$ cat src/rtl/mem_stage_ctrl_if.sv
// Datapath-to-dcache request/response bundle for the MEM stage.
// master = MEM-stage controller, slave = cache.
interface mem_stage_ctrl_if #(
   parameter int unsigned WORD_W = 32
);
   logic              dmemREN;
   logic              dmemWEN;
   logic [WORD_W-1:0] dmemaddr;
   logic [WORD_W-1:0] dmemstore;
   logic              dhit;
   logic [WORD_W-1:0] dmemload;

   modport master (
      output dmemREN, dmemWEN, dmemaddr, dmemstore,
      input  dhit, dmemload
   );

   modport slave (
      input  dmemREN, dmemWEN, dmemaddr, dmemstore,
      output dhit, dmemload
   );
endinterface

$ cat src/rtl/mem_stage_ctrl.sv
// MEM-stage dcache request controller: one outstanding request, stalls until dhit,
// captures load data for MEM/WB, latches processor halt, optional request timeout.
module mem_stage_ctrl #(
   parameter int unsigned WORD_W  = 32,
   parameter int unsigned TIMEOUT = 256
) (
   input  logic              CLK,
   input  logic              RST,
   input  logic              flush,
   input  logic              advance,
   input  logic              dREN_i,
   input  logic              dWEN_i,
   input  logic [WORD_W-1:0] addr_i,
   input  logic [WORD_W-1:0] wdata_i,
   input  logic              halt_i,
   mem_stage_ctrl_if.master  dif,
   output logic [WORD_W-1:0] dload_o,
   output logic              mem_stall,
   output logic              misalign_o,
   output logic              err_o,
   output logic              halt_o
);

   localparam int unsigned CNT_W = (TIMEOUT > 0) ? $clog2(TIMEOUT + 1) : 1;
   localparam logic [CNT_W-1:0] CNT_LAST = CNT_W'(TIMEOUT - 1);

   typedef enum logic [1:0] {IDLE, BUSY, DONE, HALTED} state_t;

   state_t            state_q, state_d;
   logic [WORD_W-1:0] addr_q, wdata_q;
   logic              we_q;
   logic              latch;
   logic              flush_pend_q, flush_pend_d;
   logic [CNT_W-1:0]  cnt_q, cnt_d;
   logic [WORD_W-1:0] dload_q, dload_d;
   logic              err_q, err_d;
   logic              req;

   assign req = dREN_i | dWEN_i;

   always_comb begin
      state_d       = state_q;
      latch         = 1'b0;
      flush_pend_d  = flush_pend_q;
      cnt_d         = cnt_q;
      dload_d       = dload_q;
      err_d         = err_q;
      mem_stall     = 1'b0;
      misalign_o    = 1'b0;
      dif.dmemREN   = 1'b0;
      dif.dmemWEN   = 1'b0;
      dif.dmemaddr  = '0;
      dif.dmemstore = '0;

      unique case (state_q)
         IDLE: begin
            if (!flush) begin
               if (req) begin
                  if (addr_i[1:0] != 2'b00) begin
                     misalign_o = 1'b1;
                  end else begin
                     latch        = 1'b1;
                     mem_stall    = 1'b1;
                     cnt_d        = '0;
                     flush_pend_d = 1'b0;
                     state_d      = BUSY;
                  end
               end else if (halt_i) begin
                  state_d = HALTED;
               end
            end
         end
         BUSY: begin
            mem_stall     = 1'b1;
            dif.dmemREN   = ~we_q;
            dif.dmemWEN   = we_q;
            dif.dmemaddr  = addr_q;
            dif.dmemstore = wdata_q;
            // A flush cannot cancel an in-flight cache access; remember it and drop the result.
            if (flush) flush_pend_d = 1'b1;
            if (dif.dhit) begin
               if (flush_pend_q || flush) begin
                  state_d = IDLE;
               end else begin
                  if (!we_q) dload_d = dif.dmemload;
                  state_d = DONE;
               end
            end else if ((TIMEOUT != 0) && (cnt_q == CNT_LAST)) begin
               err_d   = 1'b1;
               dload_d = WORD_W'(32'hDEAD_BEEF);
               state_d = DONE;
            end else begin
               cnt_d = cnt_q + 1'b1;
            end
         end
         DONE: begin
            if (advance || flush) state_d = IDLE;
         end
         HALTED: begin
            mem_stall = 1'b1;
         end
      endcase
   end

   always_ff @(posedge CLK) begin
      if (RST) begin
         state_q      <= IDLE;
         addr_q       <= '0;
         wdata_q      <= '0;
         we_q         <= 1'b0;
         flush_pend_q <= 1'b0;
         cnt_q        <= '0;
         dload_q      <= '0;
         err_q        <= 1'b0;
      end else begin
         state_q      <= state_d;
         flush_pend_q <= flush_pend_d;
         cnt_q        <= cnt_d;
         dload_q      <= dload_d;
         err_q        <= err_d;
         if (latch) begin
            addr_q  <= addr_i;
            wdata_q <= wdata_i;
            we_q    <= dWEN_i;
         end
      end
   end

   assign dload_o = dload_q;
   assign err_o   = err_q;
   assign halt_o  = (state_q == HALTED);

endmodule

$ cat src/flat_wrapper.sv
// flat-port wrapper written by rule: the top's interface ports become plain ports
module mem_stage_ctrl_flat 
#(
   parameter int unsigned WORD_W  = 32,
   parameter int unsigned TIMEOUT = 256
)
  (CLK, RST, flush, advance, dREN_i, dWEN_i, addr_i, wdata_i, halt_i, dload_o, mem_stall, misalign_o, err_o, halt_o, dif_dmemREN, dif_dmemWEN, dif_dmemaddr, dif_dmemstore, dif_dhit, dif_dmemload);
  mem_stage_ctrl_if #(.WORD_W(WORD_W)) dif_i ();
  input  logic CLK;
  input  logic RST;
  input  logic flush;
  input  logic advance;
  input  logic dREN_i;
  input  logic dWEN_i;
  input  logic [WORD_W-1:0] addr_i;
  input  logic [WORD_W-1:0] wdata_i;
  input  logic halt_i;
  output logic [WORD_W-1:0] dload_o;
  output logic mem_stall;
  output logic misalign_o;
  output logic err_o;
  output logic halt_o;
  output wire logic [$bits(dif_i.dmemREN)-1:0] dif_dmemREN;
  output wire logic [$bits(dif_i.dmemWEN)-1:0] dif_dmemWEN;
  output wire logic [$bits(dif_i.dmemaddr)-1:0] dif_dmemaddr;
  output wire logic [$bits(dif_i.dmemstore)-1:0] dif_dmemstore;
  input wire logic [$bits(dif_i.dhit)-1:0] dif_dhit;
  input wire logic [$bits(dif_i.dmemload)-1:0] dif_dmemload;
  assign dif_dmemREN = dif_i.dmemREN;
  assign dif_dmemWEN = dif_i.dmemWEN;
  assign dif_dmemaddr = dif_i.dmemaddr;
  assign dif_dmemstore = dif_i.dmemstore;
  assign dif_i.dhit = dif_dhit;
  assign dif_i.dmemload = dif_dmemload;
  mem_stage_ctrl #(.WORD_W(WORD_W), .TIMEOUT(TIMEOUT)) u_core (.CLK(CLK), .RST(RST), .flush(flush), .advance(advance), .dREN_i(dREN_i), .dWEN_i(dWEN_i), .addr_i(addr_i), .wdata_i(wdata_i), .halt_i(halt_i), .dif(dif_i), .dload_o(dload_o), .mem_stall(mem_stall), .misalign_o(misalign_o), .err_o(err_o), .halt_o(halt_o));
endmodule
$ cat config.mk
export PLATFORM = sky130hd
export DESIGN_NAME = mem_stage_ctrl_flat
export DESIGN_NICKNAME = d
export VERILOG_FILES = /design/src/rtl/mem_stage_ctrl_if.sv /design/src/rtl/mem_stage_ctrl.sv /design/src/flat_wrapper.sv
export SDC_FILE = /design/constraint.sdc
export NUM_CORES = 1
export LEC_CHECK = 0
export CORE_MARGIN = 5
export CORE_UTILIZATION = 65
export CTS_BUF_LIST = sky130_fd_sc_hd__clkbuf_4 sky130_fd_sc_hd__clkbuf_8
export DETAILED_ROUTE_END_ITERATION = 10
export DONT_BUFFER_PORTS = 1
export GPL_ROUTABILITY_DRIVEN = 0
export PLACE_DENSITY_LB_ADDON = 0.25
export SETUP_SLACK_MARGIN = 0.3
export SLEW_MARGIN = 0
export SYNTH_ARGS = -nofsm -noshare
export SYNTH_HDL_FRONTEND = slang
export SYNTH_SLANG_ARGS = --single-unit
$ cat constraint.sdc
create_clock -name CLK -period 3 [get_ports CLK]
set_input_delay 0.9 -clock CLK [delete_from_list [all_inputs] [get_ports CLK]]
set_output_delay 0.9 -clock CLK [all_outputs]
set_load 0.05 [all_outputs]
; After elaboration in Yosys (flattened, before gate mapping)
; Cells that the tools add are included.
[op_classes]
reduce_logical = 13
bitwise_logic = 3
mux = 37
n_addsub = 1
eq_ne = 16
[op_table]
columns = op, count
row1 = 32-bit 2-to-1 mux, 6
row2 = 9-bit 2-to-1 mux, 5
row3 = 9-bit one-hot mux with 2 select lines, 1
row4 = 2-bit 2-to-1 mux, 8
row5 = 1-bit 2-to-1 mux, 14
row6 = "2-bit inequality test, second input constant", 7
row7 = 6-bit AND reduction, 2
row8 = "9-bit by 1-bit adder with 9-bit output, second input constant", 1
row9 = "9-bit by 8-bit equality test with 1-bit output, second input constant", 1
row10 = "3-bit by 2-bit inequality test with 1-bit output, second input constant", 2
row11 = 2-bit one-hot mux with 3 select lines, 1
row12 = 2-bit nonzero test, 3
row13 = 5-bit AND reduction, 1
row14 = "2-bit equality test, second input constant", 2
row15 = "2-bit by 1-bit inequality test with 1-bit output, second input constant", 2
row16 = 1-bit one-hot mux with 2 select lines, 2
row17 = 4-bit AND reduction, 1
row18 = "3-bit inequality test, second input constant", 1
row19 = 3-bit AND reduction, 1
row20 = 3-bit nonzero test, 1
row21 = "2-bit by 1-bit equality test with 1-bit output, second input constant", 1
row22 = 2-bit logical NOT, 1
row23 = 1-bit logical OR, 2
row24 = 1-bit inverter, 2
row25 = other kinds (2), 2
[word_totals]
reg_bits = 110
output_inout_bits = 102

; Longest topological paths before layout
; Gate-level depths: netlist of run 1.
[depth]
depth_word = 5
ltp_mapped = 10
ltp_nobuf = 9

; Least setup slack after synthesis of run 1
; No wires, ideal clock.
[synth_path]
path_kind = input to output
startpoint = in flush
endpoint = out mem_stall
arrival_time_ps = 2215
slack_ps = -115
required_time_ps = 2100
stages = 4
cell_sequence = o21ba_4 -> nand3_1 -> clkbuf_1 -> a21oi_1
[synth_between]
elab_chain_len = 2
[synth_rtl]
columns = item, line_no
row1 = from (decl), flat_wrapper.sv:11  ; input logic flush;
row2 = 1-bit 2-to-1 mux, mem_stage_ctrl.sv:57  ; if (!flush) begin
row3 = 1-bit one-hot mux with 2 select lines, mem_stage_ctrl.sv:55  ; unique case (state_q)
row4 = to (decl), flat_wrapper.sv:19  ; output logic mem_stall;
; Every way passes these cells.

; Worst setup path in the final report of run 1
[layout_path]
startpoint = reg u_core.state_q[1]
endpoint = out dif_dmemstore[28]
[layout_between]
elab_chain_len = 2
[layout_rtl]
columns = item, line_no
row1 = from (decl), mem_stage_ctrl.sv:29  ; state_t state_q, state_d;
row2 = from (signal assigned), mem_stage_ctrl.sv:116  ; state_q <= state_d;
row3 = 2-bit by 1-bit equality test with 1-bit output, mem_stage_ctrl.sv:55
row4 = 32-bit 2-to-1 mux, mem_stage_ctrl.sv:55
row5 = to (decl), flat_wrapper.sv:26  ; output wire logic [$bits(dif_i.dmemstore)-1:0] dif_dmemstore;
; Every way passes these cells.

==> results of run 1 <==
==> state kept, by name (all words and copies together) (netlist names) <==
signal,flops
u_core.addr_q,32
u_core.cnt_q,9
u_core.dload_o,32
u_core.err_o,1
u_core.flush_pend_q,1
u_core.state_q,2
u_core.wdata_q,32
u_core.we_q,1
==> power groups by stage <==
stage	Combinational, uW	Sequential [uW]	Clock (uW)
after floorplan	615	1800	0
after global placement	701	1810	0
after detailed placement	723	1820	0
after CTS	727	1780	952
after global routing	848	1800	1020
final	774	1790	930
==> cell type report <==
cell class              count  area share [%]
clock buffers              10            2.74
clock inverters             6            1.52
inverters                   6           0.449
multi-input cells         435            46.7
flip-flops and latches    110            43.9
well taps                  96            2.39
repair buffers             14            2.34
==> kinds of logic after synthesis <==
family	after synthesis	share of synthesized area, %
AOI/OAI and AO/OA	150	18.3
adders and majority gates	6	1.61
buffers and inverters	50	4.60
DFF	110	47.3
muxes	3	0.672
and+or+nand+nor	276	27.5
==> what timing repair did <==
| action | 4_1_cts | 5_1_grt |
|---|---|---|
| endpoints found under the setup margin | 50 | 97 |
| setup buffers | 0 | 3 |
| gates resized for setup | 46 | 4 |
| hold buffers | 0 | 0 |
| pin swaps | 0 | 1 |
==> stage by stage <==
stage                     total power [uW]  instance area, um2  hold slack (ns)  instances  worst slack [ns]
after floorplan                       2410                4670            0.432        595             0.288
after global placement                2520                4700            0.431        658             0.456
after detailed placement              2540                4700            0.437        658             0.420
after CTS                             3460                4970            0.451        674             0.211
after global routing                  3670                5020            0.465        677             0.293
final                                 3490                5020            0.451        677             0.371
==> placed cells by master (no fill, tap or decap), types with 2 or more instances in the layout <==
cell and count:
a21oi_1 98, clkinv_4 2, nor2b_1 3, nor2_1 10
clkbuf_8 10, a211oi_1 4, mux2i_1 2, ha_2 2
inv_1 5, ha_1 3, and2_2 46, o21ai_1 28
and2_1 20, a41oi_1 2, o32ai_2 2, nand2_1 166
nor2_2 2, nand2b_1 2, and3_1 5, dfxtp_1 110
inv_6 2, o31ai_2 2, o21ai_0 2, o22ai_1 2
buf_4 13, nand3_1 12
==> layer usage <==
metal | up-vias | share of wire (%) | global-route usage, %
met4 | 0 | 2.5 | 9.86
li1 | 1927 | - | -
met2 | 190 | 48 | 40.7
met5 | - | 0 | 0
met1 | 1811 | 38 | 29.6
met3 | 26 | 11 | 8.45
==> critical path: stages, from the launching register on <==
cell and delay (ns):
dfxtp_1 0.36, inv_1 0.13, ha_4 0.21, buf_4 0.20, and2_1 0.47
==> how the worst max path moves through the flow <==
stage | cells past startpoint | slack, ns | start | end
after floorplan | 4 | 0.29 | addr_i[0] | mem_stall
after global placement | 3 | 0.46 | addr_i[0] | mem_stall
after detailed placement | 3 | 0.42 | addr_i[0] | mem_stall
after CTS | 5 | 0.21 | u_core.state_q[1]$_SDFFE_PP0P_ | dif_dmemstore[0]
after global routing | 4 | 0.29 | u_core.state_q[1]$_SDFFE_PP0P_ | dif_dmemaddr[6]
final | 4 | 0.37 | u_core.state_q[1]$_SDFFE_PP0P_ | dif_dmemstore[28]
==> reports/metrics.cfg, run 1 <==
[clock_tree]
cts_root_buf=clkbuf_8
cts_max_level=3
cts_tree=built
clock_tree.buffer_depth=2
clkTransAtPathRegs_ns=0.10
clock-sinks=110
cts_made_buffers=9
insertion_delay_ns=0.35

[floorplan]
core_um2=6870
start_util_pct=67.8
die_x_um=94.6
io_pins=206
row_count=30
die_y_um=94.6
die_area_um2=8950

[synth]
synth_nets=705
syn_area_um2=4650
synth_edf_count=0
synth_flop_cell=dfxtp_1
synth_most_common_cell=nand2_1
synth_area_leader_cell=dfxtp_1
synth.area.top_cells=dfxtp_1, nand2_1, a21oi_1, and2_1, o21ai_1
syn_inst=595
seq_area_frac_synth_pct=47.3
async_reset_ff_share_pct=0
synth.avg_cell_area_um2=7.82
synth_cell_types=42
yosysTopAreaCellShare_pct=47.3
ys_warn_count=0
ys_ff_latch=110
synth_commonest_cells=nand2_1, dfxtp_1, a21oi_1, and2_1, o21ai_1

[power_and_ir_drop]
p_clk_share_pct=26.7
power.switching_uw=1260
leakagePower_uw=0.00175
p_int_uw=2230
power_per_cell_area_nw_per_um2=696
swShare_pct=36.1
ir_drop_mv=0.743
power_frac_comb_pct=22.2
power_frac_seq_pct=51.2

[layout]
antenna_cells=0
nFillCells=546
syn_to_final_growth_pct=7.80
fin_util_pct=73.0
drive_gt1_share_pct=16.2
regArea_um2=2200
num-nets-final=686
multi_input_area_um2=2340

[sta]
rsz0062_at_grt=false
finalSetupTns_ns=0
relSlewSlack_pct=56.6
setup_viol=0
min_period_ns=2.63
fin_crit_sh_pct=87.6
finalClockSkew_ns=0.00827
hold_viol_final=0
drv_slew=0
worst_slew_pin_slew_ns=0.652
fmax_mhz=380

[setup_path]
path_max_fanout=12
r2r-start=u_core.cnt_q[0]$_SDFFE_PP0P_
critPathArrivalTime_ns=1.73
worstRegToRegCells=9
critPathRequiredTime_ns=2.10
r2r_setup_slack_ns=0.62
cp-start-kind=flop
end_kind=primary output
crit_type=reg2out
worstReg2RegEnd=u_core.state_q[0]$_SDFFE_PP0P_

[placement]
place_hpwl_mm=8.12
numPortBuffers=0

[run_status]
status=finished, final reports clean

[global_route]
track_usage_pct=24.7
grt_pass1_vias=3538
overflow=0
grt_pass1_wl_mm=17.6
grt_max_degree=105
antenna_found_initial=0

[route]
via_per_inst=5.84
ant_nets=0
routed_wirelength_mm=11.7
num_vias=3954
first_pass_iters=4
drc=0
routedWlPerCell_um=17.3
drt_iter0_markers=170

[worst_hold_path]
hold_end=u_core.addr_q[31]$_SDFFE_PP0P_
hp-class=reg2reg
whs_path_depth=2
min_from=u_core.addr_q[31]$_SDFFE_PP0P_

[job]
cap_violations=0

Note: power is estimated with default switching activity, not from simulation.
==> run 2: changes to the inputs <==
--- a/config.mk
+++ b/config.mk
@@ -5,7 +5,7 @@
 export SDC_FILE = /design/constraint.sdc
 export NUM_CORES = 1
 export LEC_CHECK = 0
-export CORE_MARGIN = 5
+export CORE_MARGIN = 1.5
 export CORE_UTILIZATION = 65
 export CTS_BUF_LIST = sky130_fd_sc_hd__clkbuf_4 sky130_fd_sc_hd__clkbuf_8
 export DETAILED_ROUTE_END_ITERATION = 10
@@ -13,7 +13,6 @@
 export GPL_ROUTABILITY_DRIVEN = 0
 export PLACE_DENSITY_LB_ADDON = 0.25
 export SETUP_SLACK_MARGIN = 0.3
-export SLEW_MARGIN = 0
 export SYNTH_ARGS = -nofsm -noshare
 export SYNTH_HDL_FRONTEND = slang
 export SYNTH_SLANG_ARGS = --single-unit
==> reports/metrics.cfg, run 2 (synthesized netlist as in run 1, its figures left out) <==
[run_status]
status=finished, final reports clean

[floorplan]
row_count=30
core_um2=6870
die_area_um2=7680
die_y_um=87.6
die_x_um=87.6
start_util_pct=67.8
io_pins=206

[clock_tree]
cts_max_level=3
cts_root_buf=clkbuf_8
clock-sinks=110
clkTransAtPathRegs_ns=0.10
clock_tree.buffer_depth=2
post_cts_buffers=0
cts_tree=built
insertion_delay_ns=0.36
cts_made_buffers=9
cts-hold-fix-buffers=0

[power_and_ir_drop]
leakagePower_uw=0.00173
ir_drop_mv=0.576
power_per_cell_area_nw_per_um2=717

[setup_path]
end_kind=primary output
crit_type=reg2out
path_max_fanout=38
cp-start-kind=flop
critPathArrivalTime_ns=1.74
critPathRequiredTime_ns=2.10

[route]
via_per_inst=5.89
first_pass_iters=4
drt_iter0_markers=187
routedWlPerCell_um=16.7
num_vias=3973
routed_wirelength_mm=11.3
ant_nets=0
drc=0

[sta]
fin_crit_sh_pct=88.1
setup_viol=0
rsz0062_at_grt=true
min_period_ns=2.64
relSlewSlack_pct=56.4
fmax_mhz=378
hold_viol_final=0
worst_slew_pin_slew_ns=0.654
drv_slew=0
finalClockSkew_ns=0.0112
finalSetupTns_ns=0
hold_slack_ns=0.453

[placement]
numPortBuffers=0
place_hpwl_mm=7.21

[layout]
drive_gt1_share_pct=10.9
final_cell_mix=nand2_1, dfxtp_1, a21oi_1
num-nets-final=683
antenna_cells=0
syn_to_final_growth_pct=7.55
layout_commonest_cell=nand2_1

[global_route]
track_usage_pct=27.1
overflow=0
antenna_found_initial=0
grt_pass1_vias=3562
grt_pass1_wl_mm=16.6
grt_max_degree=105

[job]
cap_violations=0

[worst_hold_path]
hp-class=reg2reg

[run 2: cell types whose count changed in the layout (fill, tap and decap cells not counted)]
cell,change
and2_1,+28
and2_2,-28
buf_12,+1
buf_4,-5
bufinv_16,+1
clkbuf_16,+1
clkbuf_4,+2
clkinv_4,-1
inv_6,-1
inv_8,-1
[run 2: per-layer routing]
metal	vias up	GRT usage, %	part of all wire, %
li1	1921	-	-
met1	1858	33.0	39
met2	172	46.2	50
met3	22	6.88	8.8
met4	0	10.8	2.3
met5	-	0	0
[run 2: per-stage QoR]
stage	setup slack, ns	instance area (um2)	instances	power [uW]	utilization [%]
detailed placement	0.424	4710	657	2540	68.5
global route	0.298	5010	674	3740	72.9
global placement	0.456	4710	657	2530	68.5
floorplan	0.288	4670	595	2410	-
finish	0.357	5010	674	3590	72.9
CTS	0.305	4940	673	3530	71.9
[run 2: what timing repair did]
action	in CTS	in global routing
endpoints found under the setup margin	4	92
gates resized for setup	4	18
pin swaps	0	1
cloned	0	1
endpoints found under the hold margin	0	0
[run 2: final timing paths]
path                                                      from                             end  slack [ns]  cells past startpoint
worst max-delay path            u_core.state_q[1]$_SDFFE_PP0P_               dif_dmemstore[15]        0.36                      4
worst min-delay path            u_core.addr_q[31]$_SDFFE_PP0P_  u_core.addr_q[31]$_SDFFE_PP0P_        0.45                      2
worst max register to register    u_core.cnt_q[0]$_SDFFE_PP0P_  u_core.state_q[0]$_SDFFE_PP0P_        0.55                      9
worst min register to register  u_core.addr_q[31]$_SDFFE_PP0P_  u_core.addr_q[31]$_SDFFE_PP0P_        0.45                      2
[run 2: report_power, final]
group          leakage (uW)  switching (uW)  internal [uW]
Sequential         0.000890             226           1560
Clock              0.000118             490            517
Combinational      0.000725             547            253
Total               0.00173            1260           2330
[run 2: worst max-delay path, stage by stage, from the launching register on]
cell,delay (ns)
dfxtp_1,0.36
inv_1,0.13
ha_4,0.19
clkbuf_16,0.23
and2_1,0.47
[run 2: area by class of cell]
type | count | area [um2]
multi-input combinational | 435 | 2310
sequential | 110 | 2200
fill | 553 | 1860
clock buffer | 12 | 153
timing repair buffer | 11 | 125
tap | 96 | 120
clock inverter | 4 | 77.6
inverter | 6 | 22.5
==> run 3: changes to the inputs <==
--- a/config.mk
+++ b/config.mk
@@ -8,10 +8,12 @@
 export CORE_MARGIN = 1.5
 export CORE_UTILIZATION = 65
 export CTS_BUF_LIST = sky130_fd_sc_hd__clkbuf_4 sky130_fd_sc_hd__clkbuf_8
+export CTS_CLUSTER_DIAMETER = 60
 export DETAILED_ROUTE_END_ITERATION = 10
 export DONT_BUFFER_PORTS = 1
 export GPL_ROUTABILITY_DRIVEN = 0
 export PLACE_DENSITY_LB_ADDON = 0.25
+export REMOVE_ABC_BUFFERS = 1
 export SETUP_SLACK_MARGIN = 0.3
 export SYNTH_ARGS = -nofsm -noshare
 export SYNTH_HDL_FRONTEND = slang
==> reports/metrics.cfg, run 3 (synthesized netlist as in run 1, its figures left out) <==
[clock_tree]
cts_tree=built
cts-hold-fix-buffers=0
clock_tree.buffer_depth=2
cts_made_buffers=9
cts_max_level=3
cts_root_buf=clkbuf_8
clkTransAtPathRegs_ns=0.10
clock-sinks=110
insertion_delay_ns=0.37

[global_route]
grt_max_degree=105
grt_pass1_wl_mm=16.7
antenna_found_initial=0
track_usage_pct=27.4
overflow=0
grt_pass1_vias=3626

[layout]
nFillCells=569
postLayoutCellArea_um2=5030
antenna_cells=0
fin_cells=674
drive_gt1_share_pct=18.0
num-nets-final=683
fin_util_pct=73.2
syn_to_final_growth_pct=8.04
final_cell_mix=nand2_1, dfxtp_1, a21oi_1
layout_commonest_cell=nand2_1

[floorplan]
die_area_um2=7680
start_util_pct=67.8
die_x_um=87.6
row_count=30
die_y_um=87.6
io_pins=206
core_um2=6870

[power_and_ir_drop]
finalPower_uw=3530
power_per_cell_area_nw_per_um2=701
ir_drop_mv=0.400
leakagePower_uw=0.00175

[setup_path]
end_kind=primary output
r2r_setup_slack_ns=0.55
crit_type=reg2out
critPathRequiredTime_ns=2.10
critPathBufInv=2
r2r-start=u_core.cnt_q[0]$_SDFFE_PP0P_
cp_cell_sequence=inv_1 > ha_4 > bufbuf_16 > and2_2
worstReg2RegEnd=u_core.cnt_q[1]$_SDFFE_PP0P_
path_max_fanout=34
critPathArrivalTime_ns=1.77
cpMaxStageDelayCell=dfxtp_1
cp-start-kind=flop
worstRegToRegCells=9
path_delay_family=buffers and inverters
slowest_delay_ns=0.36

[worst_hold_path]
hp-class=reg2reg
hold_end=u_core.wdata_q[12]$_SDFFE_PP0P_
whs_path_depth=2
min_from=u_core.wdata_q[12]$_SDFFE_PP0P_

[route]
drc=0
ant_nets=0
num_vias=3924
via_per_inst=5.82
first_pass_iters=4
drt_iter0_markers=259
routed_wirelength_mm=10.9
routedWlPerCell_um=16.2

[sta]
fin_crit_sh_pct=89.1
worst_slew_pin_slew_ns=0.649
min_period_ns=2.67
setup_viol=0
drv_slew=0
relSlewSlack_pct=56.8
rsz0062_at_grt=true
hold_viol_final=0
finalClockSkew_ns=0.0120
finalSetupTns_ns=0
fmax_mhz=374

[placement]
place_hpwl_mm=6.92
dpl.cell_count=655
dpl_cell_area_um2=4680
numPortBuffers=0

[job]
cap_violations=0

[run_status]
status=finished, final reports clean

## run 3: cell count changes in the layout (fill, tap and decap cells not counted), sizes merged
cell,previous run,this run
clkinvlp,0,3
clkbuf,13,9
bufinv,2,1
inv,7,8
bufbuf,0,1
## run 3: area by class of cell
type / count / area [um2] / area share, %
multi-input combinational: 435 / 2350 / 46.7
sequential: 110 / 2200 / 43.8
timing repair buffer: 11 / 133 / 2.64
clock buffer: 9 / 124 / 2.46
tap: 96 / 120 / 2.39
clock inverter: 7 / 81.3 / 1.62
inverter: 6 / 22.5 / 0.448
## run 3: worst max-delay path by stage
stage	startpoint	to	slack, ns	cells past startpoint
finish	u_core.state_q[1]$_SDFFE_PP0P_	dif_dmemaddr[7]	0.33	4
global route	u_core.state_q[1]$_SDFFE_PP0P_	dif_dmemstore[22]	0.27	4
CTS	u_core.state_q[1]$_SDFFE_PP0P_	dif_dmemaddr[22]	0.34	4
detailed placement	addr_i[0]	mem_stall	0.51	4
global placement	addr_i[0]	mem_stall	0.53	4
floorplan	flush	mem_stall	-1.36	3
## run 3: routing by layer
layer | track usage (%) | share of wire [%] | vias to the layer above
met3 | 6.97 | 6.7 | 25
met1 | 33.5 | 40 | 1836
li1 | - | - | 1922
met4 | 13.9 | 2.6 | 0
met5 | 0 | 0 | -
met2 | 45.0 | 50 | 141
## run 3: worst reg2reg max path: stages, from the launching register on
cell and delay (ns):
dfxtp_1 0.36, ha_1 0.25, and3_1 0.20, nand3_1 0.12
nor2_1 0.07, ha_1 0.26, nor3b_2 0.29, a21oi_1 0.19
or4b_1 0.56, o21ai_1 0.09
## run 3: what timing repair did
item                                    in CTS  in global routing
endpoints found under the setup margin      63                 36
resized for setup                           64                  2
cloned                                       1                  0
setup buffers                                0                  2
## run 3: stage by stage
stage / setup WS, ns / hold WS, ns
2_1_floorplan: -1.36 / 0.426
3_3_place_gp: 0.528 / 0.431
3_5_place_dp: 0.514 / 0.435
4_1_cts: 0.336 / 0.450
5_1_grt: 0.274 / 0.465
6_report: 0.327 / 0.453
## run 3: report_power, final
part	leakage, uW	total [uW]	internal [uW]	switching (uW)
Clock	0.0000940	916	396	520
Combinational	0.000765	825	288	538
Sequential	0.000890	1790	1560	229
Total	0.00175	3530	2240	1290
